### src/rtl/fetch_icache.sv
// fetch_icache: instruction-fetch stage with a direct-mapped,
// one-word-per-line instruction cache in front of memctrl.
//
// Hits return in one clock; misses issue a word read on the memctrl
// IF port, refill the line on done and forward the word to decode.
// Jump redirects and decode stalls are handled here as well.
//
// Ports:
//   clk, rst        clock, asynchronous active-high reset
//   rdy             global ready; low freezes every register
//   stall_i         decode cannot accept; outputs are held
//   jump_i          redirect pulse from EX, target on jump_addr_i
//   flush_cache_i   invalidate every line (fence.i)
//   mem_req_i       MEM stage owns memctrl this cycle
//   if_re_o         memctrl IF read enable
//   if_addr_o       memctrl IF byte address
//   mc_busy_i       memctrl busy
//   mc_done_i       memctrl done (shared by IF and MEM)
//   mc_data_i       memctrl read data
//   pc_o            pc of inst_o
//   inst_o          fetched instruction
//   inst_valid_o    pc_o/inst_o valid for decode

module fetch_icache #(
    parameter int                ADDR_W     = 32,
    parameter int                INDEX_BITS = 6,
    parameter logic [ADDR_W-1:0] RESET_PC   = '0
) (
    input  logic              clk,
    input  logic              rst,
    input  logic              rdy,
    input  logic              stall_i,
    input  logic              jump_i,
    input  logic [ADDR_W-1:0] jump_addr_i,
    input  logic              flush_cache_i,
    input  logic              mem_req_i,
    output logic              if_re_o,
    output logic [ADDR_W-1:0] if_addr_o,
    input  logic              mc_busy_i,
    input  logic              mc_done_i,
    input  logic [31:0]       mc_data_i,
    output logic [ADDR_W-1:0] pc_o,
    output logic [31:0]       inst_o,
    output logic              inst_valid_o
);

    localparam int LINES = 1 << INDEX_BITS;
    localparam int TAG_W = ADDR_W - INDEX_BITS - 2;

    typedef enum logic [1:0] {
        S_RUN,
        S_MISS_REQ,
        S_MISS_WAIT
    } state_e;

    state_e state_q, state_d;

    logic [ADDR_W-1:0] pc_q, pc_d;
    logic [ADDR_W-1:0] tgt_q, tgt_d;
    logic [ADDR_W-1:0] pco_q, pco_d;
    logic [31:0]       inst_q, inst_d;
    logic              vld_q, vld_d;
    logic              pend_q, pend_d;
    logic [LINES-1:0]  valid_q, valid_d;

    // Tag/data arrays carry no reset; the valid vector gates them.
    logic [TAG_W-1:0] tag_mem [LINES];
    logic [31:0]      data_mem [LINES];

    logic [INDEX_BITS-1:0] idx;
    logic [TAG_W-1:0]      tag;
    logic [ADDR_W-1:0]     pc_inc;
    logic                  hit;
    logic                  accept;
    logic                  refill;

    assign idx    = pc_q[INDEX_BITS+1:2];
    assign tag    = pc_q[ADDR_W-1:INDEX_BITS+2];
    assign pc_inc = pc_q + ADDR_W'(4);
    assign hit    = valid_q[idx] && (tag_mem[idx] == tag);

    // memctrl latches our request on this edge; MEM has priority.
    assign accept = (state_q == S_MISS_REQ)
                  && !mc_busy_i && !mem_req_i;

    assign if_re_o      = (state_q == S_MISS_REQ);
    assign if_addr_o    = pc_q;
    assign pc_o         = pco_q;
    assign inst_o       = inst_q;
    assign inst_valid_o = vld_q;

    always_comb begin
        state_d = state_q;
        pc_d    = pc_q;
        tgt_d   = tgt_q;
        pco_d   = pco_q;
        inst_d  = inst_q;
        vld_d   = vld_q;
        pend_d  = pend_q;
        refill  = 1'b0;

        unique case (state_q)
            S_RUN: begin
                if (jump_i) begin
                    pc_d  = jump_addr_i;
                    vld_d = 1'b0;
                end else if (!stall_i) begin
                    if (hit) begin
                        inst_d = data_mem[idx];
                        pco_d  = pc_q;
                        vld_d  = 1'b1;
                        pc_d   = pc_inc;
                    end else begin
                        vld_d   = 1'b0;
                        state_d = S_MISS_REQ;
                    end
                end
            end

            S_MISS_REQ: begin
                if (accept) begin
                    state_d = S_MISS_WAIT;
                    // Transaction is committed; remember
                    // the redirect for when it completes.
                    if (jump_i) begin
                        pend_d = 1'b1;
                        tgt_d  = jump_addr_i;
                    end
                end else if (jump_i) begin
                    pc_d    = jump_addr_i;
                    state_d = S_RUN;
                end
            end

            S_MISS_WAIT: begin
                if (jump_i) begin
                    pend_d = 1'b1;
                    tgt_d  = jump_addr_i;
                end
                // Only our read can complete here: MEM was
                // locked out when the request was accepted.
                if (mc_done_i) begin
                    refill  = 1'b1;
                    state_d = S_RUN;
                    if (jump_i) begin
                        pc_d   = jump_addr_i;
                        pend_d = 1'b0;
                    end else if (pend_q) begin
                        pc_d   = tgt_q;
                        pend_d = 1'b0;
                    end else if (!stall_i) begin
                        inst_d = mc_data_i;
                        pco_d  = pc_q;
                        vld_d  = 1'b1;
                        pc_d   = pc_inc;
                    end
                    // Stalled refill: the next unstalled
                    // cycle in RUN hits the new line.
                end
            end

            default: begin
                state_d = S_RUN;
            end
        endcase
    end

    // A refill on a flush edge lands invalid.
    always_comb begin
        valid_d = valid_q;
        if (refill) begin
            valid_d[idx] = 1'b1;
        end
        if (flush_cache_i) begin
            valid_d = '0;
        end
    end

    always_ff @(posedge clk or posedge rst) begin
        if (rst) begin
            state_q <= S_RUN;
            pc_q    <= RESET_PC;
            tgt_q   <= '0;
            pco_q   <= '0;
            inst_q  <= 32'h0;
            vld_q   <= 1'b0;
            pend_q  <= 1'b0;
            valid_q <= '0;
        end else if (rdy) begin
            state_q <= state_d;
            pc_q    <= pc_d;
            tgt_q   <= tgt_d;
            pco_q   <= pco_d;
            inst_q  <= inst_d;
            vld_q   <= vld_d;
            pend_q  <= pend_d;
            valid_q <= valid_d;
        end
    end

    always_ff @(posedge clk) begin
        if (rdy && refill) begin
            tag_mem[idx]  <= tag;
            data_mem[idx] <= mc_data_i;
        end
    end

endmodule

### config.mk
export PLATFORM = sky130hd
export DESIGN_NAME = fetch_icache
export DESIGN_NICKNAME = d
export VERILOG_FILES = /design/src/rtl/fetch_icache.sv
export SDC_FILE = /design/constraint.sdc
export NUM_CORES = 2
export LEC_CHECK = 0
export ABC_AREA = 1
export BUFFER_PORTS_ARGS = -buffer_cell sky130_fd_sc_hd__buf_2
export CORE_ASPECT_RATIO = 1.25
export CORE_UTILIZATION = 41
export DETAILED_ROUTE_END_ITERATION = 8
export GPL_ROUTABILITY_DRIVEN = 0
export PLACE_DENSITY = 0.59
export SKIP_CTS_REPAIR_TIMING = 1
export SLEW_MARGIN = 30
export SYNTH_ARGS = -nofsm -noshare
export SYNTH_HDL_FRONTEND = slang
export SYNTH_SLANG_ARGS = --single-unit
### constraint.sdc
create_clock -name clk -period 6.2 [get_ports clk]
set_clock_uncertainty 0.1 [all_clocks]
set_input_delay 0.31 -clock clk [delete_from_list [all_inputs] [get_ports clk]]
set_output_delay 0.31 -clock clk [all_outputs]
set_load 0.02 [all_outputs]
# After elaboration in Yosys (flattened, before gate mapping)
# Memory sizes are Yosys's and may differ from the RTL's.
# Cells that the tools add are included.
# totals
regBits,196
input_bits,73
wordCells,110
out_inout_bits,98
ram_bits,3584
memories,2
# classes
n_mux,60
n_eq_ne,18
n_reduce_logical,18
n_lt_le_gt_ge,2
n_bitwise,1
addsub,1
# memory_table
name,depth,word_bits,read_ports,rd_clocked_by_memory_dff,write_ports,line,text
data_mem,64,32,1,0,1,68,logic [31:0] data_mem [LINES];
tag_mem,64,24,1,0,1,67,logic [TAG_W-1:0] tag_mem [LINES];
# op_table
operator,count
two-way mux 32 bit,25
one-hot mux 32 bit (2 select lines),3
two-way mux 64 bit,2
one-hot mux 32 bit (3 select lines),1
bitwise OR 64 bit,1
adder 32 x 3 -> 32 bit (second input constant),1
equality test 24 bit,1
!= test 2 bit (second input constant),10
two-way mux 1 bit,18
two-way mux 2 bit,6
AND reduction 9 bit,1
AND reduction 8 bit,1
less-than comparator 6 x 7 -> 1 bit (second input constant),1
AND reduction 7 bit,1
binary-select mux 1 bit (select 6 bit),1
demux 1 bit (select 6 bit),1
>= comparator 6 x 1 -> 1 bit (second input constant),1
!= test 3 bit (second input constant),2
one-hot mux 2 bit (3 select lines),1
AND reduction 6 bit,1
nonzero test 2 bit,3
logical AND 1 bit,5
!= test 4 bit (second input constant),1
one-hot mux 1 bit (2 select lines),2
9 further kinds,10

# Logic depth before layout (Yosys ltp)
# depth
word_depth,7
depth_mapped,25
ltp_nobuf,21

# Worst setup path after synthesis
# OpenSTA, ideal clock, no wires.
# synth_path
path_type,register to register
from,"reg pc_q[7], in the netlist if_addr_o[7]"
to,mem data_mem[2][0] (enable)
arrival_time_ps,4432
stages_incl_launch_ff,10
period_less_slack_ps,5003
required_ps,5629
n_path_buf,4
setup_ps,471
path_slack_ps,1197
cell_sequence,dfrtp_1 -> buf_2 -> nor2_1 -> inv_1 -> nor2_1 -> clkbuf_1 -> clkbuf_1 -> clkbuf_1 -> inv_1 -> nor2_1
# synth_rtl
item,line,text
start: declaration,58,"logic [ADDR_W-1:0] pc_q, pc_d;"
start signal: assignment,191,pc_q <= pc_d;
end: declaration,68,
# Straight into the memory's write port.

# Worst setup path after layout
# layout_path
from,"reg pc_q[2], in the netlist if_addr_o[2]"
to,reg state_q[1]
# layout_between
elab_chain_len,5
elab_cells_between_ends,7
classes_between,eq/ne: 2; mux: 2; reduce/logical: 2; memory: 1
# layout_rtl
item,line,text
memory (64 x 24 bit) / binary-select mux 1 bit (select 6 bit) (equally long branches),n/a,
equality test 24 bit / two-way mux 1 bit (equally long branches),80,assign hit = valid_q[idx] && (tag_mem[idx] == tag);
logical AND 1 bit (*),80,
!= test 2 bit (no source line) (*),n/a,
AND reduction 6 bit (no source line) (*),n/a,
end signal: assignment,190,state_q <= state_d;
end: declaration,56,"state_e state_q, state_d;"
# Every way passes the cells marked *; elsewhere a longest branch is shown, timed or not. The select of a mux whose other input is x is not followed.
# A chain may end at the register's enable or synchronous reset.

==> metrics.csv <==
metric,value,unit
outcome,"complete, no violations",
holdPathEnd,tgt_q[13],
antenna_found_initial,27,
grt_pass1_vias,93900,
grtUsageTotal,28.3,%
pwr-share-clk,31.0,%
grt_first_pass_wirelength,724,mm
syn_nets,11400,
cpMostUsedCell,nand2_1,
dp.cells,16000,
worstHoldPathCells,3,
leakagePower,60.5,nW
crit_buf_inv,4,
sw_frac_of_total,35.1,%
drt_wl_total,525,mm
slowest_delay,740,ps
worst_slack,563,ps
tritoncts,done,
crit_chain,buf_12 -> buf_4 -> nand2_1 -> o211ai_1 -> nand2_1 -> o21ai_1 -> nand2_1 -> nor2_1 -> nand2_1 -> nand2_1 -> nand2_1 -> nor2_1 -> nand2_1 -> nor2_2 -> nand4_2 -> nand3_1 -> dlygate4sd3_1 -> nand2_1 -> dlygate4sd3_1,
die_w,540,um
route.detailed.drc,0,
overflow,0,
hp-start,jump_addr_i[13],
finalNonFillerCells,16800,
ys_ff_latch,3780,
start_util,41.2,%
p_sw,25.7,mW
ioPinCount,171,
max-cap-violations,0,
worstSetupPathType,reg -> reg,
finalHoldViolCount,0,
drive_gt1_share,10.9,%
netlist.area_leader.share,72.6,%
arrival,6360,ps
rows,246,
reg2reg_depth,19,
design_area,170000,um^2
ys_seq_area_share,75.9,%
nFillCells,31300,
holdWs,77.6,ps
ir_drop,0.356,mV
final_util,47.3,%
cts_buffer_depth,4,
final-seq-area,113000,um^2
yosysWarnings,0,
ant_nets,0,
start_kind,register,
timing.fmax,0.177,GHz
clk_pin_slew,60,ps
wire_per_inst,31.3,um
multi_input_area,31000,um^2
area_delta_synth_final,14.6,%
r2r_end,state_q[1],
synth_edf_count,3584,
synth_most_common_cell,edfxtp_1,
ys.flop_type,edfxtp_1,
cts_root_buf,clkbuf_16,
cp_max_fo,67,
numPortBuffers,170,
crit_path_end_kind,register,
comb_power_share,27.8,%
core_area,360000,um^2
internal-power,47.5,mW
htreeDepth,5,
vias,99200,
p_seq_share,41.2,%
synthTopCellsByArea,"edfxtp_1 (73%), nand2_1 (7.1%), dfrtp_1 (3.3%)",
critPathTopFamily,simple AND/OR/NAND/NOR gates,
clk_latency,970,ps
crit_required,6930,ps
finalSetupViolations,0,
syn_area,148000,um^2
netlist_top_cells_count,"edfxtp_1 (3,584), nand2_1 (2,809), nor2_1 (972)",
worstMarginPinSlew,1100,ps
dp_hpwl,279,mm
cts_buffers,380,
drv_slew,0,
fin_crit_sh,90.9,%
power_density,431,nW/um^2
die_height,674,um
fin_tns_setup,0,ps
rsz0062_at_grt,no,
p_total,73.2,mW
hold_class,in -> reg,
worst-r2r-setup-slack,560,ps
timing.rr.start,if_addr_o[2],
syn_inst,11400,
dpl-instance-area,157000,um^2
maxSlewHeadroom,26.5,%
post-place-ws,1090,ps
synthArstFlopShare,5.19,%
via_per_inst,5.91,
cts.sinks,3780,
syn_area_per_cell,13.0,um^2
yosys.area.top_type,edfxtp_1,
cp_slowest_cell,dfrtp_4,
finish.net_count,11800,
initialDrtViolationCount,14400,
dr.pass1.iters,8,
die_area,364000,um^2
final.min_clock_period,5640,ps
grt_max_degree,143,
synth.distinct_cells,57,
state kept, by name, summed over array words and instances, names as in the netlist:
signal	count
data_mem	2048
state_q	2
valid_q	64
inst_valid_o	1
tag_mem	1536
pend_q	1
inst_o	32
pc_o	32
if_addr_o	32
tgt_q	32
area by class of cell:
cell class                      count  share of cell area, %
Antenna cell                        6                0.00884
Clock buffer                      476                   5.92
Sequential cell                  3780                   66.3
Tap cell                         4712                   3.47
Inverter                          614                   1.38
Timing Repair Buffer              626                   3.46
Clock inverter                    224                   1.22
Multi-Input combinational cell   6353                   18.3
cell families (layout without fill, tap and decap cells):
| family | Yosys count | count (layout) | synth area share [%] |
|---|---|---|---|
| AO/OA/AOI/OAI | 1728 | 1728 | 7.50 |
| XOR/XNOR | 23 | 23 | 0.136 |
| adder cells (fa/ha/maj) | 5 | 5 | 0.0422 |
| buffers and inverters | 1237 | 1940 | 3.54 |
| flip-flops | 3780 | 3780 | 75.9 |
| multiplexers | 25 | 25 | 0.190 |
| other | 0 | 6 | 0 |
| AND/OR/NAND/NOR | 4572 | 4572 | 12.7 |
layer usage:
metal | track usage, % | routed length, um
met4 | 15.3 | 32800
met3 | 5.40 | 57200
met2 | 45.4 | 244000
met1 | 36.2 | 191000
met5 | 0 | 124
worst register-to-register path, cell delays in order (launching register included):
cell,delay [ps]
dfrtp_4,740
buf_12,330
buf_4,690
nand2_1,150
o211ai_1,100
nand2_1,90
o21ai_1,170
nand2_1,70
nor2_1,420
nand2_1,100
nand2_1,100
nand2_1,230
nor2_1,160
nand2_1,270
nor2_2,300
nand4_2,190
nand3_1,120
dlygate4sd3_1,560
nand2_1,50
dlygate4sd3_1,550
worst max path at each step:
stage | startpoint | end | slack, ps | cells after the start
4_1_cts | if_addr_o[2] | inst_o[9] | 1100 | 20
5_1_grt | if_addr_o[2] | state_q[1] | 490 | 19
3_3_place_gp | if_addr_o[5] | inst_o[30] | 1080 | 19
3_5_place_dp | if_addr_o[2] | inst_o[9] | 1090 | 20
6_report | if_addr_o[2] | state_q[1] | 560 | 19
2_1_floorplan | rst | if_addr_o[0] | 450 | 1
power by group through the flow:
stage | clock (mW) | combinational, mW | sequential [mW]
after CTS | 22.8 | 20.0 | 30.2
final | 22.7 | 20.3 | 30.2
after global routing | 23.8 | 21.6 | 30.2
after floorplan | 0 | 10.4 | 31.3
after global placement | 0 | 19.9 | 30.7
after detailed placement | 0 | 20.0 | 30.7
cell usage in the layout (no fill, tap or decap), drive strengths merged, types with 5 or more instances in the layout:
master,synthesis,routed
edfxtp,3584,3584
nand2,2814,2814
nor2,978,978
o21ai,785,785
inv,604,621
buf,345,551
clkbuf,278,476
nand3,369,369
a22oi,281,281
nand4,238,238
a221oi,203,203
dfrtp,196,196
clkinv,10,180
o211ai,169,169
or2,141,141
a21oi,122,122
dlygate4sd3,0,75
a22o,73,73
bufinv,0,30
mux2,25,25
o2bb2ai,22,22
xor2,22,22
o22ai,15,15
o2111ai,14,14
nor3,12,12
nand3b,10,10
a31oi,9,9
o21a,8,8
o2111a,8,8
clkinvlp,0,7
diode,0,6
and3,6,6
ha,5,5
No activity file was read; power rests on OpenSTA's default activity.
